[src/rtl/semaforo_cruzamento.sv]
// semaforo_cruzamento: two-road intersection traffic-light controller.
// Cycle VA -> AA -> RA -> VB -> AB -> RB -> VA. There is an all-red clearance between
// the two directions, and each phase duration is set by a parameter.
// Optional macro SEMAFORO_PEDESTRE_EN adds the pedestrian button. A press cuts the active
// green once it reaches its minimum length, and the next all-red becomes a walk phase.
module semaforo_cruzamento #(
    parameter int unsigned T_VERDE_A   = 8,
    parameter int unsigned T_VERDE_B   = 6,
    parameter int unsigned T_AMARELO   = 3,
    parameter int unsigned T_VERMELHO  = 2,
    parameter int unsigned T_VERDE_MIN = 3,
    parameter int unsigned T_PEDESTRE  = 5,
    parameter int unsigned CW          = 9
) (
    input  logic       clk,
    input  logic       rst,
    input  logic       bt,
    output logic [2:0] A,
    output logic [2:0] B,
    output logic       W
);

    typedef enum logic [2:0] {VA, AA, RA, VB, AB, RB} estado_t;

    localparam logic [2:0] VERDE    = 3'b100;
    localparam logic [2:0] AMARELO  = 3'b010;
    localparam logic [2:0] VERMELHO = 3'b001;

    // Terminal counts: a phase of T cycles is left when cnt reaches T-1
    localparam logic [CW-1:0] FIM_VA = CW'(T_VERDE_A - 1);
    localparam logic [CW-1:0] FIM_VB = CW'(T_VERDE_B - 1);
    localparam logic [CW-1:0] FIM_AM = CW'(T_AMARELO - 1);
    localparam logic [CW-1:0] FIM_VM = CW'(T_VERMELHO - 1);

    estado_t       estado, prox;
    logic [CW-1:0] cnt;
    logic          fim;       // leave the current state at this edge
    logic          entra_vm;  // yellow -> all-red edge
    logic          corte;     // pedestrian request cuts the active green
    logic [CW-1:0] fim_vm;    // terminal count of the all-red state (walk or clearance)
    logic          req;
    logic          ped;

`ifdef SEMAFORO_PEDESTRE_EN
    localparam logic [CW-1:0] FIM_MIN = CW'(T_VERDE_MIN - 1);
    localparam logic [CW-1:0] FIM_PED = CW'(T_PEDESTRE - 1);

    assign corte  = req && (estado == VA || estado == VB) && (cnt >= FIM_MIN);
    assign fim_vm = ped ? FIM_PED : FIM_VM;

    // Request latch and walk flag; presses on all-red entry or during the walk are dropped
    always_ff @(posedge clk or posedge rst) begin
        if (rst) begin
            req <= 1'b0;
            ped <= 1'b0;
        end else if (entra_vm) begin
            ped <= req;
            req <= 1'b0;
        end else begin
            if (bt && !ped) req <= 1'b1;
            if (fim && ped) ped <= 1'b0;
        end
    end
`else
    logic unused_ok;

    assign corte     = 1'b0;
    assign fim_vm    = FIM_VM;
    assign req       = 1'b0;
    assign ped       = 1'b0;
    assign unused_ok = bt ^ (T_VERDE_MIN == T_PEDESTRE);
`endif

    // State register and phase counter; the counter restarts on every state change
    always_ff @(posedge clk or posedge rst) begin
        if (rst) begin
            estado <= VA;
            cnt    <= '0;
        end else begin
            estado <= prox;
            cnt    <= fim ? '0 : cnt + 1'b1;
        end
    end

    // Next state: advance on phase expiry or on an early green cut
    always_comb begin
        prox     = estado;
        fim      = 1'b0;
        entra_vm = 1'b0;
        unique case (estado)
            VA: begin
                fim = (cnt == FIM_VA) || corte;
                if (fim) prox = AA;
            end
            AA: begin
                fim = (cnt == FIM_AM);
                if (fim) prox = RA;
                entra_vm = fim;
            end
            RA: begin
                fim = (cnt == fim_vm);
                if (fim) prox = VB;
            end
            VB: begin
                fim = (cnt == FIM_VB) || corte;
                if (fim) prox = AB;
            end
            AB: begin
                fim = (cnt == FIM_AM);
                if (fim) prox = RB;
                entra_vm = fim;
            end
            RB: begin
                fim = (cnt == fim_vm);
                if (fim) prox = VA;
            end
            default: begin
                fim  = 1'b1;
                prox = VA;
            end
        endcase
    end

    // Lamp decode from the state register only (Moore)
    always_comb begin
        A = VERMELHO;
        B = VERMELHO;
        unique case (estado)
            VA:      A = VERDE;
            AA:      A = AMARELO;
            VB:      B = VERDE;
            AB:      B = AMARELO;
            default: ;
        endcase
    end

    assign W = ped;

endmodule

[config.mk]
export PLATFORM = sky130hd
export DESIGN_NAME = semaforo_cruzamento
export DESIGN_NICKNAME = d
export VERILOG_FILES = /design/src/rtl/semaforo_cruzamento.sv
export SDC_FILE = /design/constraint.sdc
export NUM_CORES = 1
export LEC_CHECK = 0
export CORE_MARGIN = 2
export CORE_UTILIZATION = 50
export CTS_CLUSTER_DIAMETER = 50
export DETAILED_ROUTE_END_ITERATION = 8
export PLACE_DENSITY = 0.75
export SYNTH_ARGS = -nofsm -noshare
export SYNTH_HDL_FRONTEND = slang
export SYNTH_SLANG_ARGS = --single-unit
export TNS_END_PERCENT = 30
[constraint.sdc]
create_clock -name clk -period 5.2 [get_ports clk]
set_input_delay 1.04 -clock clk [delete_from_list [all_inputs] [get_ports clk]]
set_output_delay 1.04 -clock clk [all_outputs]
set_load 0.03 [all_outputs]
==> out/results.tsv, run 1 <==
stage	metric	value	unit
floorplan	Horiz. Die Dim	43.7	µm
layout	Sequential Area	300	µm²
synth	YS warnings	0	
sta	setup TNS	0	ps
clocking	CTS tree	built	
clocking	Clock transition at path regs	70	ps
grt	vias in the first global route	477	
synth	number of synthesized register bits	12	
synth	Yosys top cell area share	38.0	%
drt	DRT Wirelength	1270	µm
drt	Detailed Route Iter0 Violations	11	
synth	register area share after synthesis	38.0	%
sta	Final WS setup	2120	ps
floorplan	IO Pins	10	
drt	Post-DRT Antenna Nets	0	
sta	Final min period	3080	ps
layout	Filler Cells Inserted	126	
sta	final setup vio count	0	
synth	Post-Syn Area	790	µm²
grt	Overflow after GRT	0	
clocking	Post-CTS Setup Bufs	0	
sta	max-slew violations	0	
clocking	Clock Tree Root	clkbuf_4	
setup_path	CP Max Fanout	9	
sta	Relative slew margins	58.6	%
setup_path	Worst EP required	4160	ps
drt	vias per cell	5.58	
clocking	CTS max path bufs	2	
layout	layout cells sized above 1	22.8	%
synth	Post-Synthesis Cells	75	
synth	Mapped Nets	81	
synth	Synth area leader	dfrtp_1	
clocking	CTS Buf Count	3	
drt	DRC viols	0	
synth	post-synth cell types	32	
setup_path	Crit Path Category	reg2out	
drt	routed via count	530	
grt	first-pass GRT wire length	2300	µm
sta	RSZ-0062 raised after global routing	false	
clocking	# resized after CTS	0	
setup_path	max incr delay on CP	690	ps
placement	post-DP HPWL	894	µm
layout	area delta synth->final	7.13	%
setup_path	crit start category	flip-flop	
clocking	Sinks on Clock Net	12	
setup_path	slowest CP cell	clkdlybuf4s50_1	
sta	Final Cycle Share	59.2	%
flow_run	Max-Cap Viols	0	
setup_path	Setup crit end kind	output port	
placement	dpl cells	92	
floorplan	die height	43.7	µm
layout	Ant. Diodes	0	
setup_path	crit path DAT	2040	ps
drt	first drt pass iteration count	4	
clocking	clock latency on the worst-skew pair	270	ps
clocking	H-Tree Level Count	1	
floorplan	core area	0.00149	mm²
floorplan	initial core utilization	53.0	%
floorplan	floorplan row count	14	
placement	GPL Wtd Cong	0.723	
synth	Avg Inst Size Synth	10.5	µm²
grt	pin count of the biggest net entering global routing	13	
power_and_ir_drop	total power	0.152	mW
placement	Setup WS pre-CTS	2420	ps
layout	area of the multi-input gates	410	µm²
grt	initial antenna violation count	0	
outcome	status	complete, no violations	
layout	post-route insts no fill	95	
sta	Worst-Margin Slew	618	ps
synth	top cells by area, synth	dfrtp_1 38%, xor2_1 6.7%, buf_6 5.7%, nor2_1 5.2%, ha_1 4.8%	
sta	clk_skew	3.66	ps
sta	final hold viol count	0	
placement	IO buf count	7	
clocking	Post-CTS Hold Buffers	0	
hold_path	HP Class	reg2reg	
drt	routed len/inst	13.4	µm
power_and_ir_drop	VDD IR max	0.120	mV
grt	global-route total usage across every layer	16.1	%
power_and_ir_drop	P per Cell Area	180	mW/mm²
power_and_ir_drop	Pleak	0.405	nW
setup_path	Critical Path, Cell by Cell	inv_1 -> and3_2 -> nor2_1 -> clkdlybuf4s50_1	
layout	nets	87	
floorplan	DIE AREA	0.00191	mm²
sta	fmax	0.325	GHz
[flip-flops by register name, summed over array words and instances (netlist names)]
name	flops
cnt	9
estado	3
[report_power, final]
group	switching [mW]	internal (mW)	leakage [nW]
logic	0.00270	0.000696	0.228
clock network	0.0287	0.0268	0.0138
registers	0	0.0933	0.164
[path summary, 6_finish.rpt]
kind / from / endpoint / slack [ps] / cells after the start
max: estado[2] / B[0] / 2120 / 4
min: cnt[8] / cnt[8] / 590 / 2
max reg2reg: cnt[0] / estado[0] / 3220 / 5
min reg2reg: cnt[8] / cnt[8] / 590 / 2
max in group asynchronous: rst / cnt[3] / 3830 / 2
min in group asynchronous: rst / cnt[6] / 1060 / 2
[synthesized netlist by cell type]
| library cell | instances |
|---|---|
| nor2_1 | 11 |
| buf_6 | 4 |
| xor2_1 | 6 |
| xnor2_1 | 1 |
| nor3_1 | 1 |
| o21ai_2 | 1 |
| a31oi_1 | 1 |
| mux2i_1 | 1 |
| inv_1 | 6 |
| a221oi_2 | 2 |
| nor4_2 | 1 |
| dfrtp_1 | 12 |
| nand4_1 | 2 |
| and2b_2 | 2 |
| a211oi_4 | 1 |
| conb_1 | 1 |
| and3_1 | 1 |
| o22ai_2 | 1 |
| nor3_2 | 1 |
| a22oi_1 | 1 |
| and4bb_2 | 1 |
| buf_4 | 1 |
| a21oi_1 | 1 |
| clkbuf_1 | 1 |
| and4_1 | 1 |
| nand3_1 | 3 |
| ha_1 | 3 |
| and3_2 | 1 |
| a21o_2 | 2 |
| nand2_1 | 2 |
| nor3b_4 | 1 |
| mux2_4 | 1 |
[area by class of cell]
| type | count | share of cell area, % |
|---|---|---|
| Multi-Input combinational cell | 51 | 48.5 |
| Tap cell | 16 | 2.37 |
| Timing Repair Buffer | 7 | 8.28 |
| Clock buffer | 3 | 2.66 |
| Inverter | 6 | 2.66 |
| Sequential cell | 12 | 35.5 |
[through the flow]
step / hold slack [ps] / instance area, µm² / utilization [%]
3_5_place_dp: 566 / 823 / 55.3
5_1_grt: 613 / 846 / 56.8
4_1_cts: 584 / 846 / 56.8
2_1_floorplan: 507 / 790 / -
3_3_place_gp: 549 / 823 / 55.3
6_report: 588 / 846 / 56.8
[cell usage in the layout (no fill, tap or decap), types with 3 or more instances in the layout]
master / count
inv_1: 6
nand3_1: 3
clkdlybuf4s50_1: 7
clkbuf_4: 3
nor2_1: 11
ha_1: 3
dfrtp_1: 12
xor2_1: 6
[kinds of logic (layout without fill, tap and decap cells)]
group	Yosys count	in the layout	synth area share (%)
compound gates	10	10	13.6
buf+inv	12	16	9.98
simple gates	28	28	22.2
fa+ha+maj	3	3	4.75
mux	2	2	3.17
flops	12	12	38.0
other cells	1	1	0.475
xor+xnor	7	7	7.77
[critical path, delay by kind of cell, from the launching register on]
family | cells | cell delay (ps)
buffers and inverters | 2 | 830
DFF | 1 | 590
and+or+nand+nor | 2 | 350
[metal layers]
metal	up-vias	routed length [µm]	share of wire, %	track usage, %
li1	262	-	-	-
met1	262	626	49	22.2
met2	6	599	47	25.0
met3	0	44	3.5	6.25
met4	0	0	0	1.82
met5	-	0	0	0
No activity file was read; power rests on OpenSTA's default activity.
==> run 2, diff against run 1 <==
Clock period 5.2 ns to 3.1 ns, I/O delays scaled along.
==> out/results.tsv, run 2 (synthesis results as in run 1) <==
stage	metric	value	unit	change
setup_path	flop2flop setup slack	1100	ps	was 3220 ps
grt	vias in the first global route	479		was 477
setup_path	Worst R2R End	estado[0]		unchanged
layout	most frequent cells in the layout	12 x dfrtp_1, 11 x nor2_1, 7 x clkdlybuf4s50_1		unchanged
setup_path	Reg2Reg Depth	4		was 5
setup_path	Setup crit end kind	output port		unchanged
clocking	CTS Buf Count	3		unchanged
layout	commonest non-fill, non-tap cell in the layout	dfrtp_1		unchanged
setup_path	launching point of the worst reg2reg path	cnt[4]		was cnt[0]
clocking	Post-CTS Hold Buffers	0		unchanged
floorplan	initial core utilization	53.0	%	unchanged
clocking	Clock transition at path regs	80	ps	was 70 ps
setup_path	Worst EP required	2480	ps	was 4160 ps
sta	setup TNS	0	ps	unchanged
floorplan	die height	43.7	µm	unchanged
sta	final setup vio count	0		unchanged
hold_path	hold path depth	2		unchanged
grt	first-pass GRT wire length	2200	µm	was 2300 µm
layout	nets	87		unchanged
drt	Post-DRT Antenna Nets	0		unchanged
setup_path	crit path DAT	2050	ps	was 2040 ps
flow_run	Max-Cap Viols	0		unchanged
power_and_ir_drop	P per Cell Area	339	mW/mm²	was 180 mW/mm²
clocking	# resized after CTS	0		unchanged
grt	pin count of the biggest net entering global routing	13		unchanged
layout	area delta synth->final	8.87	%	was 7.13%
power_and_ir_drop	Pleak	0.413	nW	was 0.405 nW
layout	Filler Cells Inserted	127		was 126
clocking	clock latency on the worst-skew pair	280	ps	was 270 ps
layout	layout cells sized above 1	23.8	%	was 22.8%
drt	DRT Wirelength	1380	µm	was 1270 µm
clocking	Clock Tree Root	clkbuf_4		unchanged
placement	IO buf count	7		unchanged
drt	Detailed Route Iter0 Violations	5		was 11
grt	global-route total usage across every layer	16.4	%	was 16.1%
setup_path	CP Max Fanout	9		unchanged
hold_path	hold path startpoint	cnt[5]		was cnt[8]
sta	Relative slew margins	59.2	%	was 58.6%
floorplan	DIE AREA	0.00191	mm²	unchanged
layout	register bank with the most flops	cnt		unchanged
setup_path	crit start category	flip-flop		unchanged
sta	max-slew violations	0		unchanged
floorplan	IO Pins	10		unchanged
layout	Top Registers	cnt: 9 flops, estado: 3 flops		unchanged
drt	first drt pass iteration count	4		unchanged
layout	number of flip-flops in the largest register	9		unchanged
placement	area post-placement	823	µm²	unchanged
drt	routed via count	523		was 530
grt	initial antenna violation count	0		unchanged
sta	clk_skew	5.05	ps	was 3.66 ps
placement	GPL Wtd Cong	0.739		was 0.723
floorplan	core area	0.00149	mm²	unchanged
outcome	status	complete, no violations		unchanged
drt	DRC viols	0		unchanged
floorplan	floorplan row count	14		unchanged
floorplan	Horiz. Die Dim	43.7	µm	unchanged
sta	final hold viol count	0		unchanged
placement	Setup WS pre-CTS	732	ps	was 2420 ps
power_and_ir_drop	VDD IR max	0.254	mV	was 0.120 mV
sta	Worst-Margin Slew	610	ps	was 618 ps
hold_path	WHS Endpoint	cnt[5]		was cnt[8]
drt	routed len/inst	14.4	µm	was 13.4 µm
setup_path	Crit Path Category	reg2out		unchanged
sta	RSZ-0062 raised after global routing	false		unchanged
hold_path	HP Class	reg2reg		unchanged
clocking	H-Tree Level Count	1		unchanged
sta	Final min period	2670	ps	
sta	Final WS setup	429	ps	was 2120 ps
grt	Overflow after GRT	0		unchanged
clocking	CTS tree	built		unchanged
layout	Ant. Diodes	0		unchanged
clocking	Post-CTS Setup Bufs	0		unchanged
sta	Final Cycle Share	86.2	%	
placement	post-DP HPWL	959	µm	was 894 µm
sta	fmax	0.374	GHz	
clocking	Sinks on Clock Net	12		unchanged
clocking	CTS max path bufs	2		unchanged
drt	vias per cell	5.45		was 5.58
layout	post-route cell area	860	µm²	was 846 µm²
## run 2: cell types whose count changed in the layout (fill, tap and decap cells not counted), sizes merged
cell and change:
clkbuf +1
## run 2: power breakdown
| part | switching (mW) | leakage (nW) | internal, mW |
|---|---|---|---|
| sequential | 0 | 0.164 | 0.156 |
| combinational | 0.00459 | 0.228 | 0.00117 |
| clock | 0.0576 | 0.0210 | 0.0714 |
## run 2: metrics by stage
step,total power [mW],hold slack (ps),instances,utilization [%]
6_report,0.291,569,96,57.7
5_1_grt,0.300,618,96,57.7
4_1_cts,0.293,576,96,57.7
3_5_place_dp,0.166,545,92,55.3
3_3_place_gp,0.165,550,92,55.3
2_1_floorplan,0.164,485,75,-
## run 2: layout make-up
class | count | area, µm² | share of cell area (%)
clock buffer | 4 | 36.3 | 4.22
inverter | 6 | 22.5 | 2.62
multi-input combinational | 51 | 410 | 47.7
sequential | 12 | 300 | 34.9
tap | 16 | 20.0 | 2.33
timing repair buffer | 7 | 70.1 | 8.15
## run 2: how the worst max path moves through the flow
stage / end / startpoint / slack (ps) / cells past startpoint
finish: B[0] / estado[2] / 430 / 4
global route: B[0] / estado[2] / 320 / 4
detailed placement: B[0] / estado[2] / 730 / 4
floorplan: B[0] / estado[2] / 850 / 4
CTS: B[0] / estado[2] / 420 / 4
global placement: B[0] / estado[2] / 770 / 4
## run 2: layer usage
metal  wire [µm]  part of all wire (%)  global-route usage (%)
met1         672                    49                    21.3
met2         643                    47                    24.1
met3          39                   2.8                    5.00
met4          23                   1.7                    9.09
met5           0                     0                       0
## run 2: critical path: stages (launching register included)
cell and delay, ps:
dfrtp_1 600, inv_1 140, and3_2 210, nor2_1 130, clkdlybuf4s50_1 690
